<file path="src/rtl/mem_stage.sv">
// Memory pipeline stage: forwards ALU results, runs one data-memory access at a
// time with a bounded wait, and reports misaligned or timed-out accesses.
module mem_stage #(
    parameter int unsigned TIMEOUT = 15
) (
    input  logic        clk,
    input  logic        rst,
    input  logic        valid_EX,
    input  logic        read_mem_EX,
    input  logic        wite_mem_EX,
    input  logic        wite_reg_EX,
    input  logic [4:0]  wite_reg_addr_EX,
    input  logic [31:0] ALU0_EX,
    input  logic [31:0] store_data_EX,
    output logic        stall_MEM,
    output logic        dmem_req,
    output logic        dmem_we,
    output logic [31:0] dmem_addr,
    output logic [31:0] dmem_wdata,
    input  logic        dmem_ack,
    input  logic [31:0] dmem_rdata,
    output logic        wite_reg_MEM,
    output logic        read_mem_MEM,
    output logic [4:0]  wite_reg_addr_MEM,
    output logic [31:0] ALU0_MEM,
    output logic [31:0] read_mem_data_MEM,
    output logic        misalign_MEM,
    output logic        bus_err_MEM
);

    localparam int unsigned DW = 32;
    localparam int unsigned RW = 5;
    localparam int unsigned CW = 8;
    localparam logic [CW-1:0] CNT_LAST = CW'(TIMEOUT - 1);

    typedef enum logic {
        IDLE,
        ACCESS
    } state_t;

    state_t        state_q, state_d;
    logic [CW-1:0] cnt_q, cnt_d;

    // Instruction parked for the duration of a bus access
    logic [DW-1:0] addr_q, addr_d;
    logic [DW-1:0] wdata_q, wdata_d;
    logic          store_q, store_d;
    logic          wreg_q, wreg_d;
    logic [RW-1:0] dest_q, dest_d;

    logic          wr_d, rm_d, mis_d, berr_d;
    logic [RW-1:0] dst_d;
    logic [DW-1:0] alu_d, rdat_d;

    logic mem_op;
    assign mem_op = read_mem_EX | wite_mem_EX;

    always_comb begin
        state_d = state_q;
        cnt_d   = cnt_q;
        addr_d  = addr_q;
        wdata_d = wdata_q;
        store_d = store_q;
        wreg_d  = wreg_q;
        dest_d  = dest_q;
        wr_d    = wite_reg_MEM;
        rm_d    = read_mem_MEM;
        dst_d   = wite_reg_addr_MEM;
        alu_d   = ALU0_MEM;
        rdat_d  = read_mem_data_MEM;
        mis_d   = 1'b0;
        berr_d  = 1'b0;

        case (state_q)
            IDLE: begin
                if (!valid_EX) begin
                    wr_d = 1'b0;
                    rm_d = 1'b0;
                end else if (!mem_op) begin
                    wr_d   = wite_reg_EX && (wite_reg_addr_EX != '0);
                    rm_d   = 1'b0;
                    dst_d  = wite_reg_addr_EX;
                    alu_d  = ALU0_EX;
                    rdat_d = '0;
                end else if (ALU0_EX[1:0] != 2'b00) begin
                    wr_d  = 1'b0;
                    rm_d  = 1'b0;
                    mis_d = 1'b1;
                end else begin
                    // A load+store combination is treated as a load
                    addr_d  = ALU0_EX;
                    wdata_d = store_data_EX;
                    store_d = wite_mem_EX & ~read_mem_EX;
                    wreg_d  = wite_reg_EX;
                    dest_d  = wite_reg_addr_EX;
                    cnt_d   = '0;
                    wr_d    = 1'b0;
                    rm_d    = 1'b0;
                    state_d = ACCESS;
                end
            end
            ACCESS: begin
                if (dmem_ack) begin
                    dst_d   = dest_q;
                    alu_d   = addr_q;
                    if (store_q) begin
                        wr_d   = 1'b0;
                        rm_d   = 1'b0;
                        rdat_d = '0;
                    end else begin
                        wr_d   = wreg_q && (dest_q != '0);
                        rm_d   = 1'b1;
                        rdat_d = dmem_rdata;
                    end
                    state_d = IDLE;
                end else if (cnt_q == CNT_LAST) begin
                    wr_d    = 1'b0;
                    rm_d    = 1'b0;
                    berr_d  = 1'b1;
                    state_d = IDLE;
                end else begin
                    cnt_d = cnt_q + CW'(1);
                    wr_d  = 1'b0;
                    rm_d  = 1'b0;
                end
            end
            default: state_d = IDLE;
        endcase
    end

    always_ff @(posedge clk) begin
        if (rst) begin
            state_q           <= IDLE;
            cnt_q             <= '0;
            addr_q            <= '0;
            wdata_q           <= '0;
            store_q           <= 1'b0;
            wreg_q            <= 1'b0;
            dest_q            <= '0;
            wite_reg_MEM      <= 1'b0;
            read_mem_MEM      <= 1'b0;
            wite_reg_addr_MEM <= '0;
            ALU0_MEM          <= '0;
            read_mem_data_MEM <= '0;
            misalign_MEM      <= 1'b0;
            bus_err_MEM       <= 1'b0;
        end else begin
            state_q           <= state_d;
            cnt_q             <= cnt_d;
            addr_q            <= addr_d;
            wdata_q           <= wdata_d;
            store_q           <= store_d;
            wreg_q            <= wreg_d;
            dest_q            <= dest_d;
            wite_reg_MEM      <= wr_d;
            read_mem_MEM      <= rm_d;
            wite_reg_addr_MEM <= dst_d;
            ALU0_MEM          <= alu_d;
            read_mem_data_MEM <= rdat_d;
            misalign_MEM      <= mis_d;
            bus_err_MEM       <= berr_d;
        end
    end

    // Bus signals come straight from the state and parked registers, so they stay stable
    assign stall_MEM  = (state_q == ACCESS);
    assign dmem_req   = (state_q == ACCESS);
    assign dmem_we    = (state_q == ACCESS) && store_q;
    assign dmem_addr  = addr_q;
    assign dmem_wdata = wdata_q;

endmodule

</file>
<file path="config.mk">
export PLATFORM = sky130hd
export DESIGN_NAME = mem_stage
export DESIGN_NICKNAME = d
export VERILOG_FILES = /design/src/rtl/mem_stage.sv
export SDC_FILE = /design/constraint.sdc
export NUM_CORES = 1
export LEC_CHECK = 0
export CORE_MARGIN = 2
export CORE_UTILIZATION = 40
export DETAILED_ROUTE_END_ITERATION = 8
export PLACE_DENSITY = 0.77
export SYNTH_ARGS = -nofsm -noshare
export SYNTH_HDL_FRONTEND = slang
export SYNTH_SLANG_ARGS = --single-unit
</file>
<file path="constraint.sdc">
create_clock -name clk -period 1.7 [get_ports clk]
set_clock_uncertainty 0.15 [all_clocks]
set_input_delay 0.425 -clock clk [delete_from_list [all_inputs] [get_ports clk]]
set_output_delay 0.425 -clock clk [all_outputs]
set_load 0.02 [all_outputs]
</file>
After elaboration in Yosys (flattened, before gate mapping) --
Index checks and enable logic that the tools add are counted.
Operators by class: add/sub/neg operators 1, equality and inequality tests 8, mux-type cells 35, bitwise logic cells 7, reduce and logical (&&, ||, !) cells 11
Operators by type and width (count):
- $mux W32 | 7
- $pmux W32 S2 | 2
- $mux W8 | 5
- $pmux W8 S2 | 1
- $mux W5 | 3
- $ne A2 B2 Y1 const B | 7
- $mux W1 | 13
- $pmux W5 S2 | 1
- $reduce_bool A5 Y1 | 2
- $add A8 B1 Y8 const B | 1
- $eq A8 B4 Y1 const B | 1
- $pmux W1 S2 | 3
- $not A1 Y1 | 5
- $reduce_and A5 Y1 | 1
- $reduce_and A4 Y1 | 1
- $reduce_or A4 Y1 | 1
- $logic_and A1 B1 Y1 | 3
- $reduce_and A3 Y1 | 1
- $reduce_or A3 Y1 | 1
- $reduce_bool A2 Y1 | 1
- $and A1 B1 Y1 | 1
- $or A1 B1 Y1 | 1
Word-level totals: register bits after elaboration 153, input bits 108, output and inout port bits 140, logic and storage cells 76

Logic depth before layout (Yosys ltp) --
Gate-level depths: netlist of run 1.
word-level depth 5, depth in mapped cells 7, depth with buffers taken out 5

Worst setup path after synthesis of run 1 --
No wires, ideal clock.
path kind register to register, start register state_q (netlist: dmem_req), end register ALU0_MEM[10], setup time 0.118 ns, data arrival time 1.490 ns, required time 1.432 ns, setup slack -0.059 ns, cell stages (with the launch flop) 7, path buffers 3, period minus slack after synthesis 1.759 ns, cell sequence dfxtp_1 buf_6 or4b_4 buf_6 buf_12 nor2_4 nor3_1
On the way: word-level cells in the longest chain between the ends 3, elaborated cells between the ends (all ways) 6, those cells by class eq/ne: 3; mux: 1; bitwise: 1; reduce/logical: 1
Ends and longest elaborated chain:
- from (decl) | line 41 | state_t state_q, state_d;
- from (signal assigned) | line 148 | state_q <= state_d;
- $not A1 Y1
- $ne A2 B2 Y1 (no source line)
- $reduce_and A3 Y1 (no source line)
- to (signal assigned) | line 158 | ALU0_MEM <= alu_d;
- to (decl) | line 25 | output logic [31:0] ALU0_MEM,
Several ways; a longest one is shown, not always the timed one. A chain may end at the register's enable or synchronous reset.

Final worst setup path of run 1 --
start register state_q (netlist: dmem_req), end register wite_reg_addr_MEM[3]
On the way: word-level cells in the longest chain between the ends 3, elaborated cells between the ends (all ways) 6, those cells by class eq/ne: 3; mux: 1; bitwise: 1; reduce/logical: 1
Ends and longest elaborated chain:
- $not A1 Y1
- $ne A2 B2 Y1 (no source line)
- $reduce_and A3 Y1 (no source line)
- to (signal assigned) | line 157 | wite_reg_addr_MEM <= dst_d;
- to (decl) | line 24 | output logic [4:0] wite_reg_addr_MEM,
Several ways; a longest one is shown, not always the timed one.

==> results of run 1 <==
[cell type report]
cell class	instances	area (µm²)
Clock buffer	22	474
Clock inverter	10	116
Fill cell	1316	5610
Inverter	8	30.0
Multi-Input combinational cell	446	3110
Sequential cell	153	3070
Tap cell	216	270
Timing Repair Buffer	324	3210
[cell families after synthesis]
| family | Yosys count | synth area share (%) |
|---|---|---|
| flops | 153 | 47.2 |
| compound gates | 231 | 23.8 |
| buf+inv | 94 | 7.06 |
| simple gates | 208 | 20.8 |
| mux | 5 | 0.771 |
| fa+ha+maj | 2 | 0.386 |
[power groups by stage]
| stage | Sequential (mW) | Combinational (mW) | Clock (mW) |
|---|---|---|---|
| 6_report | 3.77 | 1.42 | 3.81 |
| 5_1_grt | 3.79 | 1.49 | 4.00 |
| 4_1_cts | 3.77 | 1.37 | 3.85 |
| 3_5_place_dp | 3.85 | 1.37 | 0 |
| 3_3_place_gp | 3.85 | 1.36 | 0 |
| 2_1_floorplan | 3.98 | 0.483 | 0 |
[per-stage QoR]
step	TNS (ns)	area [µm²]	total power [mW]	worst slack, ns
detailed placement	-67.85	9540	5.23	-0.541
finish	-2.51	10300	8.99	-0.110
global route	-4.13	10300	9.28	-0.156
global placement	-64.77	9540	5.21	-0.484
CTS	-1.72	10200	8.99	-0.150
floorplan	-0.0238	6500	4.46	-0.00129
[per-layer routing]
metal	GRT usage [%]	wire length, µm	part of all wire (%)
met5	0	0	0
met4	8.27	440	2.0
met3	5.75	1620	7.2
met2	43.6	11500	51
met1	30.1	8830	39
[state kept, by name, summed over array words and instances, names as in the netlist]
| register | count |
|---|---|
| dmem_req | 1 |
| wite_reg_MEM | 1 |
| dest_q | 5 |
| bus_err_MEM | 1 |
| misalign_MEM | 1 |
| dmem_addr | 32 |
| wite_reg_addr_MEM | 5 |
| ALU0_MEM | 32 |
| read_mem_data_MEM | 32 |
| read_mem_MEM | 1 |
| wreg_q | 1 |
| store_q | 1 |
| dmem_wdata | 32 |
| cnt_q | 8 |
[cells in the mapped netlist]
| cell | number |
|---|---|
| nor2b_1 | 1 |
| nand4_1 | 69 |
| or4b_4 | 1 |
| buf_6 | 2 |
| o21ai_0 | 33 |
| buf_12 | 3 |
| o211ai_1 | 1 |
| or4_1 | 3 |
| nor3_2 | 2 |
| a21oi_1 | 75 |
| a311o_1 | 2 |
| nor3_1 | 71 |
| nand2b_1 | 2 |
| buf_1 | 1 |
| o221ai_1 | 4 |
| o21a_1 | 1 |
| o2111ai_1 | 1 |
| dfxtp_1 | 153 |
| nor4_1 | 1 |
| nand3b_1 | 1 |
| o311ai_0 | 7 |
| nor2_4 | 26 |
| a2111oi_2 | 2 |
| o31ai_2 | 1 |
| o31ai_1 | 70 |
| inv_1 | 8 |
| and2_1 | 2 |
| buf_2 | 21 |
| mux2i_1 | 5 |
| nor2_1 | 12 |
| nand4b_1 | 2 |
| nor2_2 | 4 |
| and4b_1 | 1 |
| a311oi_1 | 1 |
| ha_1 | 2 |
| a211oi_1 | 1 |
| a22o_1 | 32 |
| or2_2 | 2 |
| buf_4 | 4 |
| clkbuf_1 | 55 |
| or3_1 | 2 |
| nor4b_4 | 1 |
| nand2_1 | 4 |
| nand3_1 | 1 |
[how the worst max path moves through the flow]
stage | endpoint | slack, ns | cells after the start
2_1_floorplan | dmem_addr[12] | -0.001 | 6
3_3_place_gp | ALU0_MEM[0] | -0.48 | 5
5_1_grt | wite_reg_addr_MEM[3] | -0.16 | 5
4_1_cts | dmem_we | -0.15 | 2
3_5_place_dp | ALU0_MEM[0] | -0.54 | 5
6_report | wite_reg_addr_MEM[3] | -0.11 | 5
[cells in the final DEF (no fill, tap or decap), drive strengths merged, types with 3 or more instances in the layout]
cell type,instances
a21oi,75
mux2i,5
buf,78
o31ai,71
clkdlybuf4s15,66
nor2,42
clkdlybuf4s50,103
nand4,69
o21ai,33
nor3,73
o221ai,4
nand2,4
dfxtp,153
inv,10
a22o,32
clkbuf,61
clkinv,4
o311ai,7
dlygate4sd2,37
or4,3
[critical path, cell delays in order, from the launching register on]
cell and delay, ns:
dfxtp_4 0.35, buf_8 0.13, or4b_4 0.66, buf_12 0.20, o221ai_2 0.15, nor2_1 0.06
[timing repair]
action                     CTS  global route
cloned                       4             2
hold endpoints to repair     0             0
setup endpoints to repair  257           157
pin swaps                    4             6
buffers inserted             3             5
gates resized for setup    219           124
==> flow_summary.json, run 1 <==
{
  "outcome": "finished with violations",
  "violations": "negative setup slack",
  "synthCells": 693,
  "clk_latency_ns": 0.41,
  "syn_area_per_cell_um2": 9.36,
  "max_freq_ghz": 0.553,
  "area_growth_pct": 58.4,
  "drive_gt1_share_pct": 22.3,
  "dp_cells": 1135,
  "dr_total_vias": 6768,
  "path_clk_slew_ns": 0.06,
  "ant_nets": 0,
  "cts_inserted_buffers": 17,
  "ys_warn_count": 0,
  "path_class": "register to register",
  "gp_congestion": 0.832,
  "r2r_cells": 5,
  "hold_violations": 0,
  "min_to": "dmem_wdata[22]",
  "clock_power_share_pct": 42.3,
  "utilization_pct": 64.7,
  "switching_share_pct": 26.1,
  "cellInternalPower_mw": 6.65,
  "via_per_inst": 5.74,
  "io_pins": 248,
  "ys_ff_latch": 153,
  "worstHoldStart": "dmem_wdata[22]",
  "final_max_slew_viol_count": 0,
  "r2r-start": "dmem_req",
  "synth_top_area_share_pct": 47.2,
  "fp.dieH_um": 131,
  "fp-row-count": 46,
  "post-dp-hpwl_mm": 14.6,
  "drtIter0Drc": 523,
  "crit_arrival_ns": 1.97,
  "pwr-share-comb_pct": 15.7,
  "grt_first_pass_wirelength_mm": 34.9,
  "syn-num-nets": 803,
  "synthTopCellsByArea": "dfxtp_1 47%, o31ai_1 8.1%, nand4_1 6.7%",
  "yosysSeqAreaShare_pct": 47.2,
  "crit_start": "dmem_req",
  "design.core.area_mm2": 0.0159,
  "cts_sinks": 153,
  "root_buffer": "clkbuf_16",
  "ff2ff_setup_slack_ns": -0.11,
  "p_per_area_mw_per_mm2": 875,
  "grt_pass1_vias": 6449,
  "initial_core_util_pct": 40.8,
  "grt_antenna_before_repair": 0,
  "wirelength_mm": 22.4,
  "drc": 0,
  "rsz0062_at_grt": "true",
  "cts_hold_buf": 0,
  "synth_area_leader_cell": "dfxtp_1",
  "drv_cap": 0,
  "r2r_end": "wite_reg_addr_MEM[3]",
  "hold_class": "register to register",
  "diodes": 0,
  "sequentialPowerShare_pct": 41.9,
  "clk_path_buf_depth": 2,
  "power_switching_mw": 2.34,
  "cts_tree": "done",
  "tightest_slew_ns": 0.503,
  "hold_ws_ns": 0.314,
  "grtUsageTotal_pct": 24.9,
  "die-area_mm2": 0.0173,
  "wl_per_cell_um": 19.0,
  "cp.required_ns": 1.86,
  "hold_path_depth": 2,
  "p_leak_nw": 3.90,
  "setup_viol": 54,
  "htreeDepth": 4,
  "setup_ws_ns": -0.110,
  "slew_headroom_pct": 66.2,
  "drtPass1Iterations": 5,
  "min_period_over_period_pct": 106,
  "synth_cell_type_count": 44,
  "vdd_drop_max_uv": 780,
  "cp_max_fo": 6,
  "overflow": 0,
  "io_buffers": 247,
  "startpoint_type": "register",
  "period_needed_ns": 1.81,
  "cp-end-kind": "register",
  "grt_max_degree": 34,
  "fin_cells": 1179,
  "dieWidth_um": 131,
  "synth_area_mm2": 0.00649,
  "finalNetCount": 1060
}
(Power assumes the default switching activity.)
==> run 2, diff against run 1 <==
HOLD_SLACK_MARGIN = 0.02   (was not set)
==> results of run 2 <==
The final DEF is identical to that of run 1; final timing and power are the same.
==> run 3, diff against run 2 <==
REMOVE_ABC_BUFFERS = 1   (was not set)
==> run 3 against run 2 <==
The run still ends with negative setup slack left. Maximum frequency increased by 4.9%. Clock power increased by 2%. Hold slack improved by 0.0017 ns. Critical path type unchanged. Critical endpoint unchanged. Largest power group unchanged. Highest routed layer unchanged.
==> flow_summary.json, run 3 (synthesized netlist as in run 1, its figures left out) <==
{
  "dr_total_vias": 6728,
  "hold_path_depth": 2,
  "htreeDepth": 4,
  "startpoint_type": "register",
  "mostFrequentLayoutCell": "dfxtp_1",
  "drive_gt1_share_pct": 22.4,
  "tightest_slew_ns": 0.356,
  "p_per_area_mw_per_mm2": 893,
  "fp.dieH_um": 131,
  "design.core.area_mm2": 0.0159,
  "finalNetCount": 1048,
  "violations": "negative setup slack",
  "setup_ws_ns": -0.0252,
  "overflow": 0,
  "worstHoldStart": "dmem_wdata[24]",
  "drtIter0Drc": 403,
  "cp.required_ns": 1.86,
  "drtPass1Iterations": 5,
  "r2r_end": "wite_reg_addr_MEM[3]",
  "sequentialPowerShare_pct": 41.7,
  "cellInternalPower_mw": 6.72,
  "clock_power_share_pct": 43.0,
  "grt_max_degree": 71,
  "root_buffer": "clkbuf_16",
  "slew_headroom_pct": 76.2,
  "drc": 0,
  "cts_sinks": 153,
  "path_clk_slew_ns": 0.06,
  "hold_violations": 0,
  "clk_path_buf_depth": 2,
  "vdd_drop_max_uv": 765,
  "power_switching_mw": 2.34,
  "grt_antenna_before_repair": 0,
  "rsz0062_at_grt": "true",
  "dp_slack_ns": -0.578,
  "grt_first_pass_wirelength_mm": 35.4,
  "fp-row-count": 46,
  "pwr-share-comb_pct": 15.3,
  "grt_pass1_vias": 6559,
  "dieWidth_um": 131,
  "max_freq_ghz": 0.580,
  "wl_per_cell_um": 19.6,
  "ant_nets": 0,
  "clk_latency_ns": 0.42,
  "most-common-layout-cells": "151 x dfxtp_1, 103 x clkdlybuf4s50_1, 74 x a21oi_1, 69 x nand4_1, 68 x o31ai_1",
  "diodes": 0,
  "crit_arrival_ns": 1.88,
  "place_area_mm2": 0.00950,
  "min_to": "dmem_wdata[24]",
  "cts_tree": "done",
  "initial_core_util_pct": 40.8,
  "io_pins": 248,
  "r2r_cells": 3,
  "cp_max_fo": 7,
  "ff2ff_setup_slack_ns": -0.03,
  "period_needed_ns": 1.73,
  "io_buffers": 247,
  "final_max_slew_viol_count": 0,
  "hold_class": "register to register",
  "slowest_delay_ns": 0.79,
  "cts_inserted_buffers": 17,
  "min_period_over_period_pct": 101,
  "die-area_mm2": 0.0173,
  "p_leak_nw": 3.78,
  "area_growth_pct": 56.3,
  "fin_total_pwr_mw": 9.05,
  "r2r-start": "dmem_req",
  "drv_cap": 0,
  "design_area_mm2": 0.0101,
  "wirelength_mm": 22.8,
  "finalSetupTns_ns": -0.0444,
  "grtUsageTotal_pct": 25.2,
  "setup_viol": 3,
  "outcome": "finished with violations",
  "cp_slowest_cell": "or4b_2",
  "path_cells": "or4b_2 > o221ai_1 > nor2_1",
  "cts_hold_buf": 0,
  "post-dp-hpwl_mm": 14.6,
  "path_class": "register to register",
  "via_per_inst": 5.77,
  "cp-end-kind": "register",
  "switching_share_pct": 25.8,
  "utilization_pct": 63.8,
  "gp_congestion": 0.812
}
## run 3: routing by layer
| layer | up-vias | track usage [%] | wire, µm |
|---|---|---|---|
| li1 | 3136 | - | - |
| met1 | 3234 | 30.4 | 9210 |
| met2 | 321 | 40.9 | 11000 |
| met3 | 37 | 10.5 | 2130 |
| met4 | 0 | 8.33 | 469 |
| met5 | - | 0 | 0 |
## run 3: through the flow
stage | hold slack (ns) | cells
final | 0.316 | 1166
after global routing | 0.321 | 1166
after CTS | 0.314 | 1157
after detailed placement | 0.304 | 1122
after global placement | 0.303 | 1122
after floorplan | 0.292 | 607
## run 3: what timing repair did
item	4_1_cts	5_1_grt
pin swaps	1	3
hold endpoints to repair	0	0
gates cloned	0	5
gates resized for setup	236	119
setup endpoints to repair	266	150
setup buffers	4	4
## run 3: worst max-delay path, delay by kind of cell (launching register included)
family,cells,cell delay (ns)
and+or+nand+nor,2,0.86
AOI/OAI and AO/OA,1,0.22
DFF,1,0.37
## run 3: how the worst max path moves through the flow
stage                       startpoint                    to  slack, ns  cells past startpoint
after global placement     read_mem_EX          ALU0_MEM[30]      -0.57                      5
final                         dmem_req  wite_reg_addr_MEM[3]      -0.03                      3
after global routing          dmem_req              cnt_q[7]      -0.09                      7
after detailed placement   read_mem_EX          ALU0_MEM[30]      -0.58                      5
after CTS                 ALU0_MEM[17]          ALU0_MEM[17]      -0.02                      1
after floorplan            read_mem_EX              cnt_q[0]      -2.12                      3
## run 3: power groups by stage
stage | Combinational, mW | Sequential (mW) | Clock [mW]
floorplan | 0.386 | 3.98 | 0
global placement | 1.38 | 3.85 | 0
detailed placement | 1.39 | 3.85 | 0
CTS | 1.35 | 3.77 | 3.96
global route | 1.47 | 3.79 | 4.10
finish | 1.38 | 3.77 | 3.90
## run 3: final cells by class
cell class,instances,area (µm²)
Clock buffer,20,457
Multi-Input combinational cell,447,3070
Sequential cell,153,3070
Timing Repair Buffer,311,3100
Tap cell,216,270
Inverter,8,30.0
Clock inverter,11,148
Fill cell,1334,5740
